### src/rtl/instruction_buffer_lvl3.sv
// Decode-to-execute instruction buffer: in-order circular FIFO with empty bypass,
// execute-lookahead pop, pipeline flush and an occupancy high-water mark.
module instruction_buffer_lvl3 #(
  parameter int WIDTH       = 32,
  parameter int DEPTH       = 4,
  parameter int LONG_BYPASS = 0,
  localparam int CW         = $clog2(DEPTH + 1)
) (
  input  logic             clk,
  input  logic             reset,
  input  logic             flush,
  input  logic             instr_in_valid,
  input  logic [WIDTH-1:0] instr_in_data,
  input  logic             instr_is_long,
  output logic             instr_in_stall,
  input  logic             exec_busy,
  input  logic             exec_will_free_next,
  output logic             instr_out_valid,
  output logic [WIDTH-1:0] instr_out_data,
  output logic             instr_out_is_long,
  output logic [CW-1:0]    count,
  output logic [CW-1:0]    high_water,
  output logic             empty,
  output logic             full
);

  // Handshake: decode holds instr_in_valid/data/is_long stable while
  // instr_in_stall is high; the instruction is taken in the first cycle it is
  // low. Dispatch is a one-cycle instr_out_valid pulse with no backpressure.

  localparam int            PW       = (DEPTH > 1) ? $clog2(DEPTH) : 1;
  localparam logic [CW-1:0] DEPTH_C  = CW'(DEPTH);
  localparam logic [PW-1:0] LAST_PTR = PW'(DEPTH - 1);
  localparam logic          LB       = (LONG_BYPASS != 0);

  logic [WIDTH:0]  mem [DEPTH];
  logic [PW-1:0]   rd_ptr;
  logic [PW-1:0]   wr_ptr;
  logic [CW-1:0]   count_next;
  logic            issue;
  logic            pop;
  logic            bypass;
  logic            push;

  assign issue  = !exec_busy || exec_will_free_next;
  assign pop    = issue && (count != '0) && !flush;
  // Bypass only when empty keeps dispatch strictly in order.
  assign bypass = issue && (count == '0) && instr_in_valid
                  && (!instr_is_long || LB) && !flush;
  // A full buffer still accepts when an entry leaves on the same edge.
  assign push   = instr_in_valid && !bypass && !flush
                  && ((count < DEPTH_C) || pop);
  assign instr_in_stall = instr_in_valid && !flush && !bypass && !push;

  assign empty = (count == '0);
  assign full  = (count == DEPTH_C);

  always_comb begin
    count_next = count;
    if (flush)             count_next = '0;
    else if (push && !pop) count_next = count + CW'(1);
    else if (pop && !push) count_next = count - CW'(1);
  end

  always_ff @(posedge clk) begin
    if (push) mem[wr_ptr] <= {instr_is_long, instr_in_data};
  end

  always_ff @(posedge clk) begin
    if (!reset) begin
      rd_ptr            <= '0;
      wr_ptr            <= '0;
      count             <= '0;
      high_water        <= '0;
      instr_out_valid   <= 1'b0;
      instr_out_data    <= '0;
      instr_out_is_long <= 1'b0;
    end else begin
      count <= count_next;
      // Flush leaves the mark alone: count_next is zero then.
      if (count_next > high_water) high_water <= count_next;
      if (flush) begin
        rd_ptr          <= '0;
        wr_ptr          <= '0;
        instr_out_valid <= 1'b0;
      end else begin
        if (push) wr_ptr <= (wr_ptr == LAST_PTR) ? '0 : wr_ptr + PW'(1);
        if (pop) begin
          rd_ptr            <= (rd_ptr == LAST_PTR) ? '0 : rd_ptr + PW'(1);
          instr_out_valid   <= 1'b1;
          instr_out_data    <= mem[rd_ptr][WIDTH-1:0];
          instr_out_is_long <= mem[rd_ptr][WIDTH];
        end else if (bypass) begin
          instr_out_valid   <= 1'b1;
          instr_out_data    <= instr_in_data;
          instr_out_is_long <= instr_is_long;
        end else begin
          instr_out_valid   <= 1'b0;
        end
      end
    end
  end

endmodule

### config.mk
export PLATFORM = sky130hd
export DESIGN_NAME = instruction_buffer_lvl3
export DESIGN_NICKNAME = d
export VERILOG_FILES = /design/src/rtl/instruction_buffer_lvl3.sv
export SDC_FILE = /design/constraint.sdc
export NUM_CORES = 1
export LEC_CHECK = 0
export BUFFER_PORTS_ARGS = -buffer_cell sky130_fd_sc_hd__clkbuf_2
export CELL_PAD_IN_SITES_DETAIL_PLACEMENT = 2
export CELL_PAD_IN_SITES_GLOBAL_PLACEMENT = 2
export CORE_MARGIN = 5
export CORE_UTILIZATION = 37
export DETAILED_ROUTE_END_ITERATION = 16
export PLACE_DENSITY = 0.74
export SLEW_MARGIN = 20
export SYNTH_ARGS = -nofsm -noshare
export SYNTH_HDL_FRONTEND = slang
export SYNTH_SLANG_ARGS = --single-unit
### constraint.sdc
create_clock -name clk -period 2.9 [get_ports clk]
set_input_delay 0.29 -clock clk [delete_from_list [all_inputs] [get_ports clk]]
set_output_delay 0.29 -clock clk [all_outputs]
set_load 0.01 [all_outputs]
* Yosys cells after proc, flatten, opt, wreduce, memory -nomap -nowiden
Memory sizes are Yosys's and may differ from the RTL's. A register that Yosys moved wholly into a read port is not among the register bits.
Cells that the tools add are included.
** Storage, ports and cells
- Register bits after elaboration :: 44
- Bits in writable memories :: 132
- Input port bits :: 39
- Logic and storage cells :: 61
- Memories kept :: 1
** Operators by class
- Add/sub/neg operators :: 4
- $lt $le $gt $ge :: 2
- Eq/ne operators :: 3
- Muxes and demuxes :: 15
- Bitwise operators :: 2
- Reductions and logical operators :: 27
** Memory list
- mem :: depth 4, bits a word 33, rd ports 1, clocked after Yosys merged registers in 1, wr ports 1, RTL line 36 : logic [WIDTH:0] mem [DEPTH];
** Operator list (count)
- 32-bit two-way mux :: 2
- 1-bit logical AND :: 14
- 3-bit two-way mux :: 3
- 2-bit two-way mux :: 4
- 1-bit logical NOT :: 6
- 1-bit two-way mux :: 6
- 2-bit by 1-bit adder with 2-bit output, second input constant :: 2
- 2-bit == test, second input constant :: 2
- 3-bit by 1-bit adder with 3-bit output, second input constant :: 1
- 3-bit == test, second input constant :: 1
- 3-bit greater-than comparator :: 1
- 3-bit logical NOT :: 1
- 3-bit less-than comparator, second input constant :: 1
- 3-bit nonzero test :: 1
- 3-bit by 1-bit subtractor with 3-bit output, second input constant :: 1
- 1-bit logical OR :: 2
- 1-bit NOT :: 2
- 2-bit AND reduction :: 1
- 2-bit nonzero test :: 1
- 2-bit OR reduction :: 1

* Depth between registers and ports, before layout
Gate-level depths: netlist (run 1).
- Depth in word-level cells :: 16
- Mapped depth :: 13
- Gate-level depth less buffers :: 11

* Worst setup path after synthesis (run 1)
No wires, ideal clock.
- Path kind :: register to register
- Start point :: reg count[1]
- End point :: reg high_water[0]
- Arrival :: 2944 ps
- Required time :: 2826 ps
- Setup slack :: -118 ps
- Cell stages (with the launch flop) :: 14
- Path buffers :: 2
- Period minus slack after synthesis :: 3018 ps
- Path through :: dfxtp_1 -> inv_1 -> ha_1 -> nor2b_1 -> buf_6 -> or3_1 -> buf_2 -> a211oi_2 -> nor3_1 -> ha_1 -> nand3_1 -> nand3_1 -> or4b_1 -> a31oi_1
** On the way
- Longest elaborated chain between the ends :: 15
- Elaborated cells on any way between the ends :: 24
- Those cells by class :: add/sub: 2; order compare: 2; mux: 3; reduce/logical: 17
** RTL lines
- from (decl) :: RTL line 21 : output logic [CW-1:0] count,
- from (signal assigned) :: RTL line 79 : count <= count_next;
- 3-bit logical NOT *
- via empty :: RTL line 23 : output logic empty,
- 1-bit logical AND * (2 in a row) :: RTL line 48 : assign bypass = issue && (count == '0) && instr_in_valid
- 1-bit logical AND * (2 in a row) :: RTL line 49 : && (!instr_is_long || LB) && !flush;
- 1-bit logical NOT * :: RTL line 51 : assign push = instr_in_valid && !bypass && !flush
- 1-bit logical AND * (2 in a row) :: RTL line 51
- 1-bit logical AND * :: RTL line 52 : && ((count < DEPTH_C) || pop);
- 1-bit logical NOT :: RTL line 62 : else if (pop && !push) count_next = count - CW'(1);
- 1-bit logical AND :: RTL line 62
- 3-bit two-way mux :: RTL line 62
- 3-bit two-way mux * :: RTL line 61 : else if (push && !pop) count_next = count + CW'(1);
- 3-bit two-way mux * :: RTL line 60 : if (flush) count_next = '0;
- via count_next[1] :: RTL line 39 : logic [CW-1:0] count_next;
- 3-bit greater-than comparator * :: RTL line 81 : if (count_next > high_water) high_water <= count_next;
- to (signal assigned) :: RTL line 81
- to (decl) :: RTL line 22 : output logic [CW-1:0] high_water,
Mark *: on every way through the listed nets, which the timed path passes. The rest lies on a longest branch.
A chain may end at the register's enable or synchronous reset.

* Worst setup path in the final report (run 1)
- Start point :: reg count[1]
- End point :: reg high_water[0]
** On the way
- Longest elaborated chain between the ends :: 15
- Elaborated cells on any way between the ends :: 24
- Those cells by class :: add/sub: 2; order compare: 2; mux: 3; reduce/logical: 17
** RTL lines (RTL line)
- 3-bit logical NOT :: 48
- 1-bit logical AND (2 in a row) :: 48
- 1-bit logical AND (2 in a row) :: 49
- 1-bit logical NOT :: 51
- 1-bit logical AND (2 in a row) :: 51
- 1-bit logical AND :: 52
- 1-bit logical NOT :: 62
- 1-bit logical AND :: 62
- 3-bit two-way mux :: 62
- 3-bit two-way mux * :: 61
- 3-bit two-way mux * :: 60
- via count_next[1] :: 39
- 3-bit greater-than comparator * :: 81
Marked as above.

==> parameters.txt, run 1 <==
Parameter                              Value

Outcome
  Result of the run    completed

Critical path
  Critical Path Max Stage Delay    470 ps
  Cells along the critical path    inv_1 -> ha_2 -> nor2b_2 -> or3_4 -> a211oi_2 -> nor3_1 -> ha_1 -> nand3_2 -> nand3_1 -> or4b_1 -> a31oi_1
  Crit path arrival time    3110 ps
  Worst reg-to-reg path cell count    11
  Maximum fanout along the worst path    4
  CP Capture Type    flip-flop
  Dominant delay contributor by cell family on the critical path    simple AND/OR/NAND/NOR gates
  Required time worst endpoint    3250 ps
  Worst path slowest cell    sky130_fd_sc_hd__or4b_1
  Launching instance or port of the critical path    count[1]$_SDFF_PN0_
  Critical Path Start Type    flip-flop
  Critical path class    reg2reg
  Worst path depth    11
  R2R Path Start    count[1]$_SDFF_PN0_
  End of the worst register-to-register path    high_water[0]$_SDFFE_PN0N_
  Capture point of the worst path    high_water[0]$_SDFFE_PN0N_
  R2R Setup Slk    140 ps
  Buf/Inv on CP    1

Synth
  Biggest area consumer among synthesized cells    sky130_fd_sc_hd__edfxtp_1
  Number of distinct library cells after synthesis    41
  Most repeated cell in the gate-level netlist after synthesis    sky130_fd_sc_hd__edfxtp_1
  Post-synthesis instance area    7023 sq um
  Fraction of the yosys area taken by sequential cells    69.55%
  Most used flip-flop cell after synthesis    sky130_fd_sc_hd__edfxtp_1
  Share of Yosys cell area claimed by the top area cell type    56.44%
  Count of flip-flops with a built-in enable after synthesis    132
  Async SR Flop Fraction    0%
  Synth cell count leaders    132 x sky130_fd_sc_hd__edfxtp_1, 74 x sky130_fd_sc_hd__nand2_1, 46 x sky130_fd_sc_hd__dfxtp_1
  Largest cells by area after synthesis    sky130_fd_sc_hd__edfxtp_1 56%, sky130_fd_sc_hd__dfxtp_1 13%, sky130_fd_sc_hd__mux4_2 11%
  Mean cell area of the mapped netlist    15.20 sq um
  Post-synthesis cell count    462
  Flip-flop and latch count after synthesis    178
  Total number of yosys warnings    0
  Total nets after synthesis    512

Clock network
  Cts hold-fix bufs    0
  Maximum level of the CTS H-tree    4
  Cts bufs inserted    17
  Num Clock Sinks    178
  Clock transition at the registers of the reported paths    70 ps
  Root Buffer Master    sky130_fd_sc_hd__clkbuf_16
  Clock insertion delay at the later pin of the skew report    430 ps
  TritonCTS clock tree    yes
  CTS Buffer Depth    2

Cells and area
  Post-route core utilization    44.98%
  Post-layout nets    597
  Number of fillers in the final layout    1770
  Synth-to-layout area growth    19.81%
  Antenna Cells    0
  Post-route cell area    8414 sq um
  Ratio of cells with drive above 1 in the final layout    31.72%

Placement
  Global placer's final weighted congestion    0.7595
  Number of port buffers    81
  Placed standard-cell area    7712 sq um
  Detailed Place HPWL    11170 um

Route
  Via density per instance    5.394
  WL per Instance    23.94 um
  Number of iterations in the first detailed-routing pass    5
  Drt total wl    18960 um
  # DRC    0
  Number of routed nets with antenna violations    0
  Total via count after detailed routing    4272
  Detailed router's first-iteration violation count    249

Timing
  Unrepaired setup endpoints after global routing    no
  Number of endpoints with negative hold slack in the final report    0
  Ratio of final minimum period to clock period    95.22%
  Final setup TNS    0 ps
  Final setup viols    0
  Final max-slew violation count    0
  Clk_skew    13.05 ps
  Highest achievable clock rate    0.3621 GHz
  Tightest Pin Transition    1017 ps
  Tightest slew margin relative to the limit    32.18%
  Worst hold slack    104.5 ps
  Shortest clock period the worst path allows after layout    2761 ps

Worst hold path
  Hold crit path type    in2reg
  Hold path depth    1

Run
  MaxCap Viol Count    0

Global routing
  Maximum number of pins on one net before global-route repair    40
  Vias in the first global route    4865
  Number of antenna violations at the first check in global routing    0
  Total gr overflow    0
  Wire length of the first global-routing pass    29490 um
  Overall fraction of global-route tracks in use    18.07%

Pwr
  Pwr/cell area    695.1 nW/um^2
  P_leak    2.995 nW
  Maximum ir drop on the vdd rail    0.3548 mV

Floorplan
  Rows    50
  Vertical die dimension    147.8 um
  I/O Pins    82
  Overall die width    147.8 um
  Floorplan die area    21840 sq um
  Initial standard-cell utilization of the core    37.55%
  Floorplan Core Area    18710 sq um
where the power goes:
part / internal (mW) / switching [mW]
Combinational: 0.156 / 0.254
Clock: 1.65 / 0.955
Sequential: 2.80 / 0.0359
Total: 4.60 / 1.25
per-stage QoR:
stage / worst slack, ps / std cells / total power [mW]
2_1_floorplan: 25.98 / 462 / 3.102
3_3_place_gp: 158.9 / 760 / 3.257
3_5_place_dp: 30.38 / 760 / 3.286
4_1_cts: 14.44 / 790 / 5.899
5_1_grt: 17.55 / 792 / 6.059
6_report: 138.5 / 792 / 5.849
area by class of cell:
cell class	count	area, sq um	share of cell area [%]
Clock inverter	11	209.0	2.483
Multi-Input combinational cell	243	1998	23.75
Inverter	11	41.29	0.4907
Timing Repair Buffer	96	530.5	6.305
Clock buffer	19	452.9	5.383
Sequential cell	178	4890	58.11
Tap cell	234	292.8	3.480
worst min-delay path by stage:
stage / slack, ps / start / endpoint
final: 100 / instr_in_data[20] / mem[0][20]$_DFFE_PP_
after global routing: 80 / instr_in_data[13] / mem[1][13]$_DFFE_PP_
after CTS: 80 / instr_in_data[13] / mem[3][13]$_DFFE_PP_
after detailed placement: 480 / instr_out_is_long$_SDFFE_PN0P_ / instr_out_is_long$_SDFFE_PN0P_
after global placement: 460 / rd_ptr[1]$_SDFFE_PP0N_ / flip-flop
after floorplan: 390 / instr_in_data[0] / mem[0][0]$_DFFE_PP_
what timing repair did:
item                                   CTS  global route
endpoints found under the hold margin    0             0
gates resized for setup                  1             5
setup endpoints to repair                1             2
setup buffers                            0             2
pin swaps                                0             2
metal layers:
metal | GRT usage (%) | part of all wire [%] | wire length, um | vias up
met5 | 0 | 0 | 0 | -
met4 | 4.893 | 0.90 | 170 | 0
met3 | 4.445 | 3.3 | 618 | 14
met2 | 31.89 | 53 | 10080 | 76
met1 | 22.18 | 43 | 8095 | 2240
li1 | - | - | - | 1942
logic make-up (layout without fill, tap and decap cells):
kind of cell / Yosys count / after routing / synth area share (%)
and+or+nand+nor: 110 / 110 / 7.198
muxes: 35 / 35 / 10.87
DFF: 178 / 178 / 69.55
buffers and inverters: 41 / 137 / 2.637
AOI/OAI and AO/OA: 87 / 87 / 7.786
adders and majority gates: 11 / 11 / 1.960
cell usage in the layout (no fill, tap or decap), types with 5 or more instances in the layout:
| cell type | synthesis | layout |
|---|---|---|
| sky130_fd_sc_hd__a31oi_1 | 33 | 33 |
| sky130_fd_sc_hd__buf_4 | 0 | 14 |
| sky130_fd_sc_hd__bufinv_16 | 0 | 6 |
| sky130_fd_sc_hd__clkbuf_16 | 0 | 17 |
| sky130_fd_sc_hd__clkbuf_2 | 0 | 81 |
| sky130_fd_sc_hd__dfxtp_1 | 46 | 42 |
| sky130_fd_sc_hd__edfxtp_1 | 132 | 132 |
| sky130_fd_sc_hd__ha_1 | 11 | 10 |
| sky130_fd_sc_hd__inv_1 | 11 | 11 |
| sky130_fd_sc_hd__mux4_2 | 33 | 33 |
| sky130_fd_sc_hd__nand2_1 | 74 | 73 |
| sky130_fd_sc_hd__nor2_1 | 5 | 5 |
| sky130_fd_sc_hd__o21ai_0 | 35 | 35 |
flip-flops by register name, summed over array words and instances (netlist names), named ones only:
register / flops
mem: 132
instr_out_data: 32
count: 3
high_water: 3
rd_ptr: 2
wr_ptr: 2
instr_out_is_long: 1
instr_out_valid: 1
No activity file was read; power rests on OpenSTA's default activity.
==> run 2: changes to the inputs <==
--- a/config.mk
+++ b/config.mk
@@ -5,13 +5,15 @@
 export SDC_FILE = /design/constraint.sdc
 export NUM_CORES = 1
 export LEC_CHECK = 0
+export ABC_AREA = 1
 export BUFFER_PORTS_ARGS = -buffer_cell sky130_fd_sc_hd__clkbuf_2
 export CELL_PAD_IN_SITES_DETAIL_PLACEMENT = 2
 export CELL_PAD_IN_SITES_GLOBAL_PLACEMENT = 2
 export CORE_MARGIN = 5
-export CORE_UTILIZATION = 37
+export CORE_UTILIZATION = 35
+export CTS_CLUSTER_DIAMETER = 60
 export DETAILED_ROUTE_END_ITERATION = 16
-export PLACE_DENSITY = 0.74
+export PLACE_DENSITY = 0.75
 export SLEW_MARGIN = 20
 export SYNTH_ARGS = -nofsm -noshare
 export SYNTH_HDL_FRONTEND = slang
==> run 2 against run 1 <==
  * Global-route usage grew 1.0 points
  * Sequential power grew 1%
  * Highest routed layer unchanged
  * Synthesized cell count up 33%
  * Sequential share of layout area decreased by 0.43 points
  * Largest power group unchanged
==> parameters.txt, run 2 <==
Parameter                              Value

Synth
  Number of distinct library cells after synthesis    31 (-24%)
  Total number of yosys warnings    0 (unchanged)
  Post-synthesis instance area    7097 sq um (+1.1%)
  Count of flip-flops with a built-in enable after synthesis    132 (unchanged)
  Most used flip-flop cell after synthesis    sky130_fd_sc_hd__edfxtp_1
  Largest cells by area after synthesis    sky130_fd_sc_hd__edfxtp_1 56%, sky130_fd_sc_hd__dfxtp_1 13%, sky130_fd_sc_hd__o21ai_0 9.0%
  Share of Yosys cell area claimed by the top area cell type    55.85% (-0.59 points)
  Biggest area consumer among synthesized cells    sky130_fd_sc_hd__edfxtp_1
  Synth cell count leaders    132 x sky130_fd_sc_hd__edfxtp_1, 127 x sky130_fd_sc_hd__o21ai_0, 81 x sky130_fd_sc_hd__nor2_1
  Most repeated cell in the gate-level netlist after synthesis    sky130_fd_sc_hd__edfxtp_1
  Async SR Flop Fraction    0% (unchanged)
  Flip-flop and latch count after synthesis    178 (unchanged)
  Fraction of the yosys area taken by sequential cells    68.83% (-0.72 points)
  Mean cell area of the mapped netlist    11.52 sq um (-24%)
  Total nets after synthesis    666 (+30%)
  Post-synthesis cell count    616 (+33%)

Route
  # DRC    0 (unchanged)
  Drt total wl    22120 um (+17%)
  WL per Instance    22.52 um (-5.9%)
  Via density per instance    5.337 (-1.1%)
  Detailed router's first-iteration violation count    241 (-3.2%)
  Number of iterations in the first detailed-routing pass    4 (-1)
  Number of routed nets with antenna violations    0 (unchanged)
  Total via count after detailed routing    5241 (+23%)

Cells and area
  Highest-count cells in the layout ignoring fill and taps    132 x sky130_fd_sc_hd__edfxtp_1, 127 x sky130_fd_sc_hd__o21ai_0, 81 x sky130_fd_sc_hd__clkbuf_2, 77 x sky130_fd_sc_hd__nor2_1, 48 x sky130_fd_sc_hd__nand2_1
  Number of fillers in the final layout    2073 (+17%)
  Final cell count without fillers    982 (+24%)
  Post-layout nets    749 (+25%)
  Sequential cell area    4887 sq um (about the same)
  Registers with the most flip-flops    mem (132), instr_out_data (32)
  Commonest non-fill, non-tap cell in the layout    sky130_fd_sc_hd__edfxtp_1
  Antenna Cells    0 (unchanged)
  Top register by number of flip-flops    mem
  Number of flip-flops under the largest register name    132 (unchanged)
  Multi-input logic area    1981 sq um (-0.88%)
  Ratio of cells with drive above 1 in the final layout    21.49% (-10 points)
  Post-route core utilization    42.15% (-2.8 points)
  Synth-to-layout area growth    19.39%

Global routing
  Maximum number of pins on one net before global-route repair    67 (+68%)
  Overall fraction of global-route tracks in use    19.08% (+1.0 points)
  Total gr overflow    0 (unchanged)
  Vias in the first global route    5854 (+20%)
  Number of antenna violations at the first check in global routing    0 (unchanged)
  Wire length of the first global-routing pass    34290 um (+16%)

Critical path
  Launching instance or port of the critical path    count[0]$_SDFF_PN0_
  Worst path slowest cell    sky130_fd_sc_hd__dfxtp_2
  R2R Path Start    count[0]$_SDFF_PN0_
  Critical Path Max Stage Delay    350 ps (-120 ps)
  Crit path arrival time    3030 ps (-80 ps)
  Maximum fanout along the worst path    21 (+17)
  Buf/Inv on CP    2 (+1)
  Cells along the critical path    inv_1 -> ha_1 -> nand2_4 -> nor2_4 -> nand2_8 -> nand4_2 -> nand3_1 -> nand2_1 -> inv_1 -> ha_1 -> a21oi_1 -> a32oi_4 -> o21ai_0 -> a21oi_2
  Required time worst endpoint    3220 ps (-30 ps)
  Critical Path Start Type    flip-flop
  CP Capture Type    flip-flop
  Critical path class    reg2reg
  Dominant delay contributor by cell family on the critical path    simple AND/OR/NAND/NOR gates

Timing
  Final max-slew violation count    0 (unchanged)
  Number of endpoints with negative hold slack in the final report    0 (unchanged)
  Tightest Pin Transition    728.2 ps (-289.1 ps)
  Highest achievable clock rate    0.3698 GHz (+2.1%)
  Ratio of final minimum period to clock period    93.25% (-2.0 points)
  Tightest slew margin relative to the limit    51.45% (+19 points)
  Shortest clock period the worst path allows after layout    2704 ps (-57.20 ps)
  Clk_skew    8.808 ps (-4.240 ps)
  Final setup viols    0 (unchanged)

Clock network
  Clock insertion delay at the later pin of the skew report    430 ps (about the same)
  Clock transition at the registers of the reported paths    70 ps (about the same)
  Root Buffer Master    sky130_fd_sc_hd__clkbuf_16
  Maximum level of the CTS H-tree    4 (unchanged)
  TritonCTS clock tree    yes
  Num Clock Sinks    178 (unchanged)
  CTS Buffer Depth    2 (unchanged)
  Cts bufs inserted    17 (unchanged)

Floorplan
  I/O Pins    82 (unchanged)
  Vertical die dimension    152.4 um (+3.1%)
  Floorplan die area    23220 sq um (+6.4%)
  Floorplan Core Area    20100 sq um (+7.5%)
  Initial standard-cell utilization of the core    35.30% (-2.2 points)
  Rows    52 (+4.0%)
  Overall die width    152.4 um (+3.1%)

Pwr
  Pwr/cell area    693.3 nW/um^2 (-0.27%)
  P_leak    3.113 nW (+3.9%)
  Maximum ir drop on the vdd rail    0.3452 mV (-2.7%)

Run
  MaxCap Viol Count    0 (unchanged)

Outcome
  Result of the run    completed

Placement
  Placed cell count    947 (+25%)
  Detailed Place HPWL    13130 um (+18%)
  Number of port buffers    81 (unchanged)
  Global placer's final weighted congestion    0.7613 (+0.24%)

Worst hold path
  Source of the worst hold timing path    instr_in_data[8]
  Hold crit path type    in2reg
## run 2: cell count changes in the layout (fill, tap and decap cells not counted), sizes merged, moves of 8 or more
cell,delta
a21oi,+39
a31oi,-33
and2,-8
inv,+19
mux4,-33
nand2,-21
nor2,+77
o21ai,+102
o22ai,+33
## run 2: final timing paths
| path | end | slack [ps] | depth (start not counted) |
|---|---|---|---|
| worst max-delay path | high_water[2]$_SDFFE_PN0N_ | 200 | 14 |
| worst min-delay path | mem[0][8]$_DFFE_PP_ | 90 | 1 |
| worst max register to register | high_water[2]$_SDFFE_PN0N_ | 200 | 14 |
| worst min register to register | instr_out_is_long$_SDFFE_PN0P_ | 480 | 2 |
## run 2: final cells by class
cell class | instances | share of cell area, %
Clock buffer | 19 | 5.227
Clock inverter | 13 | 1.861
Inverter | 27 | 1.255
Multi-Input combinational cell | 375 | 23.38
Sequential cell | 178 | 57.68
Tap cell | 270 | 3.987
Timing Repair Buffer | 100 | 6.615
## run 2: worst reg2reg max path: cells and delay by family, from the launching register on
| family | cells | cell delay [ps] |
|---|---|---|
| AND/OR/NAND/NOR | 6 | 800 |
| AO/OA/AOI/OAI | 4 | 680 |
| adder cells (fa/ha/maj) | 2 | 600 |
| flip-flops | 1 | 350 |
| buffers and inverters | 2 | 170 |
## run 2: through the flow
stage | cell area (sq um) | hold WS (ps) | worst slack (ps) | TNS [ps] | power, mW
after global routing | 8473 | 78.47 | -12.71 | -24.17 | 6.084
after global placement | 7816 | 462.7 | 266.4 | 0 | 3.419
after detailed placement | 7816 | 469.9 | 50.38 | 0 | 3.461
after CTS | 8417 | 75.98 | 9.894 | 0 | 5.853
after floorplan | 7097 | 388.9 | -198.9 | -26250 | 3.219
final | 8473 | 93.30 | 195.7 | 0 | 5.874
## run 2: logic make-up (layout without fill, tap and decap cells)
family	count (synthesis)	count (layout)	synth area share, %
compound gates	216	216	16.13
fa+ha+maj	11	11	1.939
buf+inv	63	159	4.143
flops	178	178	68.83
simple gates	148	148	8.956
## run 2: repair_timing
item | in CTS | in global routing
hold buffers | 0 | 0
buffers inserted | 0 | 3
setup endpoints to repair | 0 | 3
gates resized for setup | 0 | 5
## run 2: power by group
part | switching (mW) | internal (mW)
Combinational | 0.382 | 0.213
Sequential | 0.0538 | 2.83
Clock | 1.02 | 1.38
Total | 1.45 | 4.42
## run 2: per-layer routing
| layer | track usage, % | part of all wire [%] | vias to the layer above |
|---|---|---|---|
| met5 | 0 | 0 | - |
| met4 | 5.651 | 1.7 | 0 |
| met3 | 3.834 | 2.8 | 29 |
| met2 | 35.16 | 54 | 94 |
| met1 | 22.43 | 42 | 2732 |
| li1 | - | - | 2386 |
==> run 3: changes to the inputs <==
--- a/config.mk
+++ b/config.mk
@@ -10,10 +10,10 @@
 export CELL_PAD_IN_SITES_DETAIL_PLACEMENT = 2
 export CELL_PAD_IN_SITES_GLOBAL_PLACEMENT = 2
 export CORE_MARGIN = 5
-export CORE_UTILIZATION = 35
+export CORE_UTILIZATION = 39
 export CTS_CLUSTER_DIAMETER = 60
 export DETAILED_ROUTE_END_ITERATION = 16
-export PLACE_DENSITY = 0.75
+export PLACE_DENSITY = 0.8
 export SLEW_MARGIN = 20
 export SYNTH_ARGS = -nofsm -noshare
 export SYNTH_HDL_FRONTEND = slang
==> constraint.sdc (replaced) <==
create_clock -name clk -period 2.85 [get_ports clk]
set_input_delay 0.285 -clock clk [delete_from_list [all_inputs] [get_ports clk]]
set_output_delay 0.285 -clock clk [all_outputs]
set_load 0.01 [all_outputs]
==> run 3 against run 2 <==
  * Global-route usage grew 3.4 points
  * Power grew 6.0%
  * Hold slack lost 7.6 ps
  * Sequential share of layout area shrank 0.64 points
  * Final cell count shrank 4.3%
  * Via count grew 0.86%
  * Cell area grew 1.1%
  * Clock skew grew 1.1 ps
  * Die area shrank 9.6%
  * Sequential power grew 2%
  * Critical endpoint unchanged
==> parameters.txt, run 3 (same netlist as run 2, synthesis figures left out) <==
Parameter                              Value

Route
  Number of iterations in the first detailed-routing pass    4 (unchanged)
  Drt total wl    23320 um (+5.4%)
  # DRC    0 (unchanged)
  Detailed router's first-iteration violation count    274 (+14%)
  WL per Instance    24.80 um (+10%)
  Via density per instance    5.623 (+5.4%)
  Total via count after detailed routing    5286 (+0.86%)
  Number of routed nets with antenna violations    0 (unchanged)

Global routing
  Overall fraction of global-route tracks in use    22.48% (+3.4 points)
  Number of antenna violations at the first check in global routing    0 (unchanged)
  Total gr overflow    0 (unchanged)
  Wire length of the first global-routing pass    35030 um (+2.2%)
  Maximum number of pins on one net before global-route repair    67 (unchanged)
  Vias in the first global route    6071 (+3.7%)

Critical path
  Worst reg-to-reg path cell count    14 (unchanged)
  Maximum fanout along the worst path    10 (-52%)
  Critical path class    reg2reg
  Cells along the critical path    inv_1 -> ha_2 -> nand2_4 -> nor2_4 -> nand2_8 -> nand4_2 -> nand3_1 -> nand2_1 -> inv_1 -> ha_2 -> nand3b_1 -> a32oi_4 -> o21ai_0 -> a21oi_2
  Crit path arrival time    3160 ps (+130 ps)
  Launching instance or port of the critical path    count[0]$_SDFF_PN0_
  Worst path depth    14 (unchanged)
  R2R Path Start    count[0]$_SDFF_PN0_
  Critical Path Max Stage Delay    380 ps (+30 ps)
  CP Capture Type    flip-flop
  Worst path slowest cell    sky130_fd_sc_hd__ha_2
  Required time worst endpoint    3220 ps (about the same)
  Dominant delay contributor by cell family on the critical path    simple AND/OR/NAND/NOR gates
  Capture point of the worst path    high_water[2]$_SDFFE_PN0N_
  R2R Setup Slk    60 ps (-140 ps)
  End of the worst register-to-register path    high_water[2]$_SDFFE_PN0N_
  Critical Path Start Type    flip-flop
  Buf/Inv on CP    2 (unchanged)

Timing
  Tightest slew margin relative to the limit    41.27% (-10 points)
  Final max-slew violation count    0 (unchanged)
  Shortest clock period the worst path allows after layout    2789 ps (+85.03 ps)
  Tightest Pin Transition    880.9 ps (+152.7 ps)
  Ratio of final minimum period to clock period    97.87% (+4.6 points)
  Worst hold slack    85.65 ps (-7.650 ps)
  Final setup viols    0 (unchanged)
  Highest achievable clock rate    0.3585 GHz (-3.0%)
  Clk_skew    9.949 ps (+1.141 ps)
  Number of endpoints with negative hold slack in the final report    0 (unchanged)

Cells and area
  Top register by number of flip-flops    mem
  Synth-to-layout area growth    20.70%
  Number of fillers in the final layout    1785 (-14%)
  Ratio of cells with drive above 1 in the final layout    21.94% (+0.45 points)
  Highest-count cells in the layout ignoring fill and taps    132 x sky130_fd_sc_hd__edfxtp_1, 126 x sky130_fd_sc_hd__o21ai_0, 81 x sky130_fd_sc_hd__clkbuf_2, 77 x sky130_fd_sc_hd__nor2_1, 48 x sky130_fd_sc_hd__nand2_1
  Antenna Cells    0 (unchanged)
  Registers with the most flip-flops    mem (132), instr_out_data (32)
  Commonest non-fill, non-tap cell in the layout    sky130_fd_sc_hd__edfxtp_1
  Sequential cell area    4886 sq um (about the same)
  Post-route cell area    8566 sq um (+1.1%)
  Post-layout nets    748 (-0.13%)
  Number of flip-flops under the largest register name    132 (unchanged)
  Multi-input logic area    2003 sq um (+1.1%)

Placement
  Placed standard-cell area    7747 sq um (-0.88%)
  Global placer's final weighted congestion    0.8569 (+13%)
  Number of port buffers    81 (unchanged)
  Detailed Place HPWL    13860 um (+5.5%)

Pwr
  P_leak    3.163 nW (+1.6%)
  Sw Share    24.30% (-0.43 points)
  Combinational group share of total power    10.5% (+0.4 points)
  Relative contribution of sequential cells to total power    47.1% (-2.0 points)
  Clk pwr share    42.4% (+1.6 points)
  Sw power    1.513 mW (+4.2%)
  Pwr/cell area    727.1 nW/um^2 (+4.9%)
  Maximum ir drop on the vdd rail    0.5123 mV (+48%)
  Internal power of the cells    4.715 mW (+6.6%)

Clock network
  Clock transition at the registers of the reported paths    70 ps (about the same)
  TritonCTS clock tree    yes
  Clock insertion delay at the later pin of the skew report    440 ps (about the same)
  Cts hold-fix bufs    0 (unchanged)
  Num Clock Sinks    178 (unchanged)
  Root Buffer Master    sky130_fd_sc_hd__clkbuf_16
  Maximum level of the CTS H-tree    4 (unchanged)
  CTS Buffer Depth    2 (unchanged)
  Cts bufs inserted    17 (unchanged)

Floorplan
  Vertical die dimension    144.9 um (-4.9%)
  Initial standard-cell utilization of the core    39.51% (+4.2 points)
  Floorplan Core Area    17960 sq um (-11%)
  I/O Pins    82 (unchanged)
  Overall die width    144.9 um (-4.9%)
  Floorplan die area    20990 sq um (-9.6%)
  Rows    49 (-5.8%)

Run
  MaxCap Viol Count    0 (unchanged)

Worst hold path
  Hold crit path type    in2reg

Outcome
  Result of the run    completed
run 3: layout make-up:
class	instances	share of cell area, %
repair buffers	98	7.260
multi-input cells	376	23.39
well taps	229	3.345
inverters	27	1.242
clock inverters	11	1.987
flip-flops and latches	178	57.04
clock buffers	21	5.741
run 3: what timing repair did:
action | CTS | global route
pin swaps | 0 | 2
setup buffers | 0 | 2
resized for setup | 2 | 8
cloned | 0 | 1
endpoints found under the setup margin | 3 | 3
hold endpoints to repair | 0 | 0
run 3: worst min path at each step:
stage,from,end,slack (ps),depth (start not counted)
final,instr_in_data[8],mem[2][8]$_DFFE_PP_,90,1
after global routing,instr_in_data[8],mem[2][8]$_DFFE_PP_,80,1
after CTS,instr_in_data[8],mem[2][8]$_DFFE_PP_,60,1
after detailed placement,instr_out_is_long$_SDFFE_PN0P_,instr_out_is_long$_SDFFE_PN0P_,470,2
after global placement,instr_out_is_long$_SDFFE_PN0P_,instr_out_is_long$_SDFFE_PN0P_,460,2
after floorplan,instr_in_data[0],mem[0][0]$_DFFE_PP_,380,0
run 3: metal layers:
layer / global-route usage (%) / wire length (um) / vias to the layer above
li1: - / - / 2388
met1: 25.62 / 9294 / 2737
met2: 42.31 / 12700 / 122
met3: 3.976 / 711 / 39
met4: 7.364 / 614 / 0
met5: 0 / 0 / -
run 3: power by group through the flow:
| stage | logic, mW | registers, mW | clock network [mW] |
|---|---|---|---|
| floorplan | 0.271 | 3.00 | 0 |
| global placement | 0.492 | 2.98 | 0 |
| detailed placement | 0.541 | 2.99 | 0 |
| CTS | 0.567 | 2.93 | 2.66 |
| global route | 0.707 | 2.94 | 2.78 |
| finish | 0.656 | 2.93 | 2.64 |
run 3: worst reg2reg max path: cells and delay by family, from the launching register on:
kind / cells / cell delay, ps
and+or+nand+nor: 7 / 1010
adders and majority gates: 2 / 610
AOI/OAI and AO/OA: 3 / 570
DFF: 1 / 360
buffers and inverters: 2 / 180
run 3: per-stage QoR:
stage          setup TNS, ps  setup slack (ps)  std cells  utilization [%]  power (mW)
5_1_grt               -114.1            -52.17        940            47.68       6.429
4_1_cts                    0             23.86        934            46.90       6.164
2_1_floorplan         -32850            -248.9        616                -       3.276
6_report                   0             60.71        940            47.68       6.228
3_5_place_dp          -43.02            -43.02        902            43.13       3.529
3_3_place_gp               0             223.3        902            43.13       3.468
